$ cat src/rtl/matmul_sequencer.sv
// Walks every (row, column) pair of a matrix multiply, issuing A/B read addresses and
// writing each dot product to output memory LAT cycles later. MATMUL_SEQ_PERF_CNT_EN adds cycle_cnt.
module matmul_sequencer #(
    parameter int A_ROWS     = 64,
    parameter int B_COLS     = 64,
    parameter int ADDR_A_W   = 6,
    parameter int ADDR_B_W   = 6,
    parameter int ADDR_OUT_W = 12,
    parameter int MEM_LAT    = 1,
    parameter int TREE_LAT   = 7
) (
    input  logic                  clk,
    input  logic                  rst,
`ifdef MATMUL_SEQ_PERF_CNT_EN
    output logic [31:0]           cycle_cnt,
`endif
    input  logic                  start,
    input  logic                  pause,
    output logic                  en_A,
    output logic                  we_A,
    output logic [ADDR_A_W-1:0]   addr_a,
    output logic                  en_B,
    output logic                  we_B,
    output logic [ADDR_B_W-1:0]   addr_b,
    output logic                  en_out,
    output logic                  we_out,
    output logic [ADDR_OUT_W-1:0] addr_out,
    output logic                  busy,
    output logic                  done
);

    localparam int LAT = MEM_LAT + TREE_LAT;

    // state   | meaning
    // S_IDLE  | after reset, waiting for start
    // S_ISSUE | one pair issued per unpaused cycle
    // S_DRAIN | all pairs issued, waiting for in-flight results to be written
    // S_DONE  | run complete, done held until the next start
    typedef enum logic [1:0] {
        S_IDLE  = 2'd0,
        S_ISSUE = 2'd1,
        S_DRAIN = 2'd2,
        S_DONE  = 2'd3
    } state_t;

    state_t                state_q, state_d;
    logic [ADDR_A_W-1:0]   i_q, i_d;
    logic [ADDR_B_W-1:0]   j_q, j_d;
    logic                  en_ab_q, en_ab_d;
    logic [ADDR_A_W-1:0]   addr_a_q, addr_a_d;
    logic [ADDR_B_W-1:0]   addr_b_q, addr_b_d;
    logic                  we_out_q, we_out_d;
    logic [ADDR_OUT_W-1:0] addr_out_q, addr_out_d;
    logic                  busy_q, busy_d;
    logic                  done_q, done_d;
    logic [LAT-1:0]        dl_vld_q, dl_vld_d;
    logic [ADDR_OUT_W-1:0] dl_idx_q [LAT];
    logic [ADDR_OUT_W-1:0] dl_idx_d [LAT];

    logic                  accept_start;
    logic                  issue_now;
    logic                  cur_last;
    logic                  dl_empty;
    logic [ADDR_A_W-1:0]   cur_i;
    logic [ADDR_B_W-1:0]   cur_j;
    logic [ADDR_OUT_W-1:0] cur_idx;

    assign dl_empty = ~|dl_vld_q;

    // A start issues pair (0,0) on the same edge, so the counters are bypassed to zero.
    assign cur_i    = accept_start ? '0 : i_q;
    assign cur_j    = accept_start ? '0 : j_q;
    assign cur_last = (cur_i == ADDR_A_W'(A_ROWS - 1)) && (cur_j == ADDR_B_W'(B_COLS - 1));
    assign cur_idx  = ADDR_OUT_W'(cur_i) * ADDR_OUT_W'(B_COLS) + ADDR_OUT_W'(cur_j);

    always_comb begin
        accept_start = 1'b0;
        issue_now    = 1'b0;
        state_d      = state_q;
        i_d          = i_q;
        j_d          = j_q;

        unique case (state_q)
            S_IDLE, S_DONE: begin
                if (start) begin
                    accept_start = 1'b1;
                    state_d      = S_ISSUE;
                    i_d          = '0;
                    j_d          = '0;
                    issue_now    = !pause;
                end
            end
            S_ISSUE: begin
                issue_now = !pause;
            end
            S_DRAIN: begin
                if (dl_empty) begin
                    state_d = S_DONE;
                end
            end
            default: begin
                state_d = S_IDLE;
            end
        endcase

        if (issue_now) begin
            if (cur_j == ADDR_B_W'(B_COLS - 1)) begin
                j_d = '0;
                i_d = cur_i + ADDR_A_W'(1);
            end else begin
                j_d = cur_j + ADDR_B_W'(1);
                i_d = cur_i;
            end
            if (cur_last) begin
                state_d = S_DRAIN;
            end
        end
    end

    // The delay line mirrors memory + tree latency and shifts every cycle, paused or not.
    always_comb begin
        dl_vld_d    = '0;
        dl_idx_d    = dl_idx_q;
        dl_vld_d[0] = issue_now;
        dl_idx_d[0] = cur_idx;
        for (int k = 1; k < LAT; k++) begin
            dl_vld_d[k] = dl_vld_q[k-1];
            dl_idx_d[k] = dl_idx_q[k-1];
        end
    end

    always_comb begin
        en_ab_d    = issue_now;
        addr_a_d   = issue_now ? cur_i : addr_a_q;
        addr_b_d   = issue_now ? cur_j : addr_b_q;
        we_out_d   = dl_vld_q[LAT-1];
        addr_out_d = dl_vld_q[LAT-1] ? dl_idx_q[LAT-1] : addr_out_q;
        busy_d     = (state_d == S_ISSUE) || (state_d == S_DRAIN);
        done_d     = (state_d == S_DONE);
    end

    always_ff @(posedge clk) begin
        if (rst) begin
            state_q    <= S_IDLE;
            i_q        <= '0;
            j_q        <= '0;
            en_ab_q    <= 1'b0;
            addr_a_q   <= '0;
            addr_b_q   <= '0;
            we_out_q   <= 1'b0;
            addr_out_q <= '0;
            busy_q     <= 1'b0;
            done_q     <= 1'b0;
            dl_vld_q   <= '0;
            for (int k = 0; k < LAT; k++) begin
                dl_idx_q[k] <= '0;
            end
        end else begin
            state_q    <= state_d;
            i_q        <= i_d;
            j_q        <= j_d;
            en_ab_q    <= en_ab_d;
            addr_a_q   <= addr_a_d;
            addr_b_q   <= addr_b_d;
            we_out_q   <= we_out_d;
            addr_out_q <= addr_out_d;
            busy_q     <= busy_d;
            done_q     <= done_d;
            dl_vld_q   <= dl_vld_d;
            for (int k = 0; k < LAT; k++) begin
                dl_idx_q[k] <= dl_idx_d[k];
            end
        end
    end

`ifdef MATMUL_SEQ_PERF_CNT_EN
    logic [31:0] cycle_cnt_q, cycle_cnt_d;

    always_comb begin
        cycle_cnt_d = cycle_cnt_q;
        if (accept_start) begin
            cycle_cnt_d = '0;
        end else if (busy_q && (cycle_cnt_q != 32'hFFFF_FFFF)) begin
            cycle_cnt_d = cycle_cnt_q + 32'd1;
        end
    end

    always_ff @(posedge clk) begin
        if (rst) begin
            cycle_cnt_q <= '0;
        end else begin
            cycle_cnt_q <= cycle_cnt_d;
        end
    end

    assign cycle_cnt = cycle_cnt_q;
`endif

    assign en_A     = en_ab_q;
    assign en_B     = en_ab_q;
    assign we_A     = 1'b0;
    assign we_B     = 1'b0;
    assign addr_a   = addr_a_q;
    assign addr_b   = addr_b_q;
    assign en_out   = we_out_q;
    assign we_out   = we_out_q;
    assign addr_out = addr_out_q;
    assign busy     = busy_q;
    assign done     = done_q;

endmodule

$ cat config.mk
export PLATFORM = sky130hd
export DESIGN_NAME = matmul_sequencer
export DESIGN_NICKNAME = d
export VERILOG_FILES = /design/src/rtl/matmul_sequencer.sv
export SDC_FILE = /design/constraint.sdc
export NUM_CORES = 1
export LEC_CHECK = 0
export CAP_MARGIN = 20
export CORE_ASPECT_RATIO = 0.75
export CORE_MARGIN = 2
export CORE_UTILIZATION = 55
export CTS_CLUSTER_DIAMETER = 30
export DETAILED_ROUTE_END_ITERATION = 10
export PLACE_DENSITY = 0.76
export SLEW_MARGIN = 15
export SYNTH_ARGS = -nofsm -noshare
export SYNTH_HDL_FRONTEND = slang
export SYNTH_SLANG_ARGS = --single-unit
$ cat constraint.sdc
create_clock -name clk -period 5.85 [get_ports clk]
set_input_delay 0.585 -clock clk [delete_from_list [all_inputs] [get_ports clk]]
set_output_delay 0.585 -clock clk [all_outputs]
set_load 0.05 [all_outputs]
# Word-level counts from Yosys, hierarchy flattened
# Index checks and enable logic that the tools add are counted.
[op_classes] n_mux=17 eq_ne=8 reduce_logical=9 addsub=3
[ops] cell="$mux W6" count=8
[ops] cell="$add A12 B6 Y12" count=1
[ops] cell="$add A6 B1 Y6 const B" count=2
[ops] cell="$eq A6 B6 Y1 const B" count=2
[ops] cell="$eq A2 B2 Y1 const B" count=4
[ops] cell="$mux W2" count=4
[ops] cell="$reduce_or A8 Y1" count=1
[ops] cell="$eq A2 B1 Y1 const B" count=2
[ops] cell="$pmux W2 S2" count=1
[ops] cell="$reduce_bool A2 Y1" count=2
[ops] cell="$mux W1" count=3
[ops] cell="$logic_not A2 Y1" count=1
[ops] cell="$pmux W1 S2" count=1
[ops] cell="$reduce_and A2 Y1" count=1
[ops] cell="$reduce_or A2 Y1" count=1
[ops] cell="$logic_and A1 B1 Y1" count=1
[ops] cell="$logic_not A1 Y1" count=1
[ops] cell="$logic_or A1 B1 Y1" count=1
[word_totals] word_cells=56 reg_bits=146 out_inout_bits=32

# Longest topological paths before layout
[depth] depth_word=10 depth_mapped=13 ltp_nobuf=12

# Worst setup path after synthesis
# No wires, ideal clock.
[synth_path] path_kind="reg2reg" startpoint="register state_q[0]" endpoint="register busy_q, in the netlist busy" synth_period_minus_slack_ns=2.607 n_path_buf=0 t_required_ns=5.722 arrival_ns=2.479 stages_incl_launch_ff=12 slack_ns=3.243 cell_sequence="dfxtp_1 > inv_1 > ha_1 > nand2_1 > and2_1 > ha_1 > and3_1 > nand3_2 > or4_1 > nand2_1 > ha_1 > nor2b_1"
[synth_via] elab_chain_len=10 elab_cells_between_ends=20 classes_between="eq/ne (7); mux (9); reduce/logical (4)"
[synth_lines] element="start, declared" line_no="46" text="state_t state_q, state_d;"
[synth_lines] element="start signal, assigned" line_no="159" text="state_q <= state_d;"
[synth_lines] element="$eq A2 B2 Y1 / $logic_not A2 Y1 (equally long branches)" line_no="83" text="unique case (state_q)"
[synth_lines] element="$reduce_or A2 Y1" line_no="83"
[synth_lines] element="$mux W1" line_no="83"
[synth_lines] element="$mux W6 (on tied branches)" line_no="71, 72"
[synth_lines] element="$eq A6 B6 Y1" line_no="73" text="assign cur_last = (cur_i == ADDR_A_W'(A_ROWS - 1)) && (cur_j == ADDR_B_W'(B_COLS - 1));"
[synth_lines] element="$logic_and A1 B1 Y1" line_no="73"
[synth_lines] element="$mux W2" line_no="114" text="if (cur_last) begin"
[synth_lines] element="$mux W2 (*)" line_no="106" text="if (issue_now) begin"
[synth_lines] element="via state_d[1]" line_no="46"
[synth_lines] element="$eq A2 B1 Y1 / $eq A2 B2 Y1 (equally long branches)" line_no="138" text="busy_d = (state_d == S_ISSUE) || (state_d == S_DRAIN);"
[synth_lines] element="$logic_or A1 B1 Y1 (*)" line_no="138"
[synth_lines] element="via busy_d" line_no="54" text="logic busy_q, busy_d;"
[synth_lines] element="end signal, assigned" line_no="167" text="busy_q <= busy_d;"
[synth_lines] element="end, declared" line_no="54"
# The timed path passes the listed nets; every way through them passes the cells marked *.
# A chain may end at the register's enable or synchronous reset.

# Worst setup path after layout
# Ends and elaborated chain as after synthesis.

==> key figures <==
Status
  – Status: finished, final reports clean

STA
  – Setup_tns: 0 ps
  – Slew Limit Fails: 0
  – Final hold vios: 0
  – Min cycle time layout: 3390 ps
  – Final setup vio count: 0
  – Fin crit share: 0.579
  – RSZ-0062 raised after global routing: false
  – Fin Hold WS: 430 ps
  – Worst slew margin: 0.330
  – Worst-Margin Slew: 1010 ps
  – Peak Freq: 0.295 GHz
  – Fin Clk Skew: 5.72 ps

Layout
  – Fraction of layout cells with a size suffix above 1: 0.0896
  – FILL cells: 618
  – Antenna Cells: 0
  – Area Growth Syn to Fin: 20.7%
  – NumNets Final: 465
  – Final core occ: 0.691

Routing
  – Via-to-Cell Ratio: 4.83
  – Vias: 2770
  – DR WL/cell: 12.3 um
  – Residual DRC: 0
  – DR iter-0 viols: 144
  – Pre-antenna DRT Iters: 4
  – Post-route ant nets: 0
  – WL final: 7060 um

Floorplan
  – Die Wd: 109 um
  – Die area: 9070 sq um
  – Die H: 83.0 um
  – Initial Util: 0.572
  – Ports: 36
  – Core area: 7990 sq um
  – Rows: 28

Synth
  – Async S/R FF share, synth: 0
  – YS warnings: 0
  – Synth top area share: 0.635
  – Compound-Gate Fraction of Synth Area: 0.0446
  – Post-synthesis cell count: 426
  – Post-synth EDFFs: 0
  – Xor/xnor cell area share of the yosys netlist: 0.00575
  – Cell area after synthesis: 4570 sq um
  – Top_reg_cell synth: dfxtp_1
  – Post-synthesis mux area share: 0.0309
  – Seq/Total Area, Yosys: 0.635
  – Post-Synth Simple-Gate Area: 0.237
  – Most area-hungry cell type in the Yosys netlist: dfxtp_1
  – Synth Register Bits: 145
  – Avg Cell Area, Syn: 10.7 sq um
  – Post-synthesis adder-cell area fraction: 0.0137
  – Cells taking the most area after synthesis: dfxtp_1 63%, nor2b_1 13%, mux2i_1 2.8%
  – Post-synthesis cell type count: 42
  – Main combinational cell family by area after synthesis: simple AND/OR/NAND/NOR gates

Critical path
  – Reg2Reg Depth: 12
  – Reg-to-Reg End: busy
  – CP peak stage delay: 630 ps
  – R2R setup slack: 2460 ps
  – FF-to-FF Start: state_q[0]
  – CP arrival: 3780 ps
  – Setup crit start kind: register
  – Worst setup EP type: register
  – CP max FO: 16
  – Critical path, cell by cell: inv_1 > ha_1 > nand2_1 > nand2_1 > inv_1 > ha_1 > and3_1 > nand3_2 > or4_1 > nand2_1 > ha_1 > nor2b_1
  – Crit path required time: 6240 ps
  – CP max stage cell: or4_1
  – Setup CP Type: register to register

GRT
  – First-pass GRT wire length: 11700 um
  – GRT Total Usage: 0.170
  – Met2 global-route usage: 0.255
  – GR Layer Usage met1: 0.215
  – Gr ovfl total: 0
  – Antenna violations before repair: 0
  – Vias in the first global route: 2577
  – Largest net degree at the start of global routing: 110
  – Layer carrying the most global-route usage: met2
  – GR met3 Demand/Resource: 0.0683

Clocking
  – CTS tree: built
  – Clock Path Buffers: 2
  – H-tree levels: 4
  – Post-cts resize count: 0
  – CTS Buf Count: 17
  – Skew-Pair Late Insertion Delay: 510 ps
  – Clock transition at path regs: 60 ps
  – CTS Hold Bufs: 0
  – Post-CTS Setup Repair Bufs: 0
  – Clock sink count: 145
  – Root Buffer: clkbuf_8

Hold path
  – Hold Path Depth: 1
  – Hold Path Class: register to register
  – Hold_sp: dl_idx_d[7]
  – WHS Endpoint: dl_idx_q[7]

Place
  – Routability congestion estimate: 0.872
  – Hpwl dp: 4340 um
  – Input/output buffers: 33

Pwr
  – PwrDens: 382 nW/um^2
  – Max IR drop VDD: 285 uV
  – Static leakage: 2.11 nW

Flow run
  – Max-cap violations: 0
-- logic make-up after synthesis --
kind of cell    count (synthesis)
mux                            14
other cells                     1
compound gates                 35
xor+xnor                        3
fa+ha+maj                       5
flops                         145
buf+inv                        31
simple gates                  192
-- worst max path at each step --
stage          startpoint   end  slack (ps)  depth (start not counted)
4_1_cts        state_q[0]  busy        2500                         12
3_3_place_gp        start  busy        2370                         11
2_1_floorplan  state_q[0]  busy        3240                         11
6_report       state_q[0]  busy        2460                         12
5_1_grt        state_q[0]  busy        2270                         12
3_5_place_dp        start  busy        2210                         11
-- flip-flops by register name, indices dropped and copies added, names as in the netlist --
| register | cells |
|---|---|
| addr_out | 12 |
| en_out | 1 |
| addr_b | 6 |
| i_q | 6 |
| dl_vld_q | 8 |
| busy | 1 |
| addr_a | 6 |
| state_q | 2 |
| dl_idx_q | 12 |
| done | 1 |
| j_q | 6 |
| dl_idx_d | 84 |
-- layer usage --
metal / vias up / part of all wire
li1: 1433 / -
met1: 1282 / 0.48
met2: 49 / 0.46
met3: 6 / 0.045
met4: 0 / 0.0099
met5: - / 0
-- cell usage in the layout, fill, tap and decap left out, types with 2 or more instances in the layout --
master / netlist / final
and2_1: 10 / 10
a21oi_1: 23 / 23
or4_1: 2 / 2
o21ai_0: 3 / 3
bufinv_16: 0 / 2
clkinvlp_4: 0 / 3
nor2b_1: 96 / 96
nand4_1: 5 / 5
clkbuf_8: 0 / 5
and3_1: 2 / 2
xnor2_1: 2 / 2
nand3_1: 11 / 11
nand2_1: 27 / 27
nor4_1: 3 / 3
and2b_1: 2 / 2
dfxtp_1: 145 / 145
nor3_1: 2 / 2
inv_1: 6 / 6
o211ai_1: 2 / 2
ha_1: 5 / 5
nor2_1: 24 / 24
mux2i_1: 13 / 13
clkbuf_16: 0 / 16
buf_4: 4 / 3
inv_6: 0 / 3
conb_1: 1 / 2
clkdlybuf4s50_1: 0 / 32
-- synthesized netlist by cell type, types with 2 or more instances --
library cell	count
dfxtp_1	145
nor2b_1	96
nand2_1	27
nor2_1	24
a21oi_1	23
clkbuf_1	17
mux2i_1	13
nand3_1	11
and2_1	10
inv_1	6
ha_1	5
nand4_1	5
buf_4	4
nor4_1	3
o21ai_0	3
and2b_1	2
and3_1	2
buf_6	2
nor3_1	2
o211ai_1	2
or4_1	2
xnor2_1	2
-- critical path: cells and delay by family (launching register included) --
kind,cells,cell delay [ps]
AND/OR/NAND/NOR,7,1900
adder cells (fa/ha/maj),3,810
flip-flops,1,370
buffers and inverters,2,190
-- layout make-up --
| class | count | area (sq um) | area share |
|---|---|---|---|
| Timing Repair Buffer | 35 | 343 | 0.0621 |
| Inverter | 6 | 22.5 | 0.00408 |
| Tap cell | 105 | 131 | 0.0238 |
| Multi-Input combinational cell | 251 | 1530 | 0.276 |
| Sequential cell | 145 | 2900 | 0.526 |
| Clock inverter | 10 | 123 | 0.0222 |
| Clock buffer | 22 | 473 | 0.0857 |
-- power by group --
group | internal, W | total (W) | leakage [nW] | switching [W]
Clock | 0.000656 | 0.00105 | 0.285 | 0.000392
Sequential | 0.000993 | 0.000996 | 1.17 | 0.00000337
Combinational | 0.0000181 | 0.0000672 | 0.653 | 0.0000491
-- through the flow --
stage | setup slack, ps | power (W) | std cells | cell area [sq um]
final | 2460 | 0.00211 | 574 | 5520
after CTS | 2500 | 0.00214 | 574 | 5520
after global routing | 2270 | 0.00218 | 574 | 5520
after floorplan | 3240 | 0.00107 | 427 | 4580
after detailed placement | 2210 | 0.00108 | 542 | 4920
after global placement | 2370 | 0.00108 | 542 | 4920
Note: power is estimated with default switching activity, not from simulation.
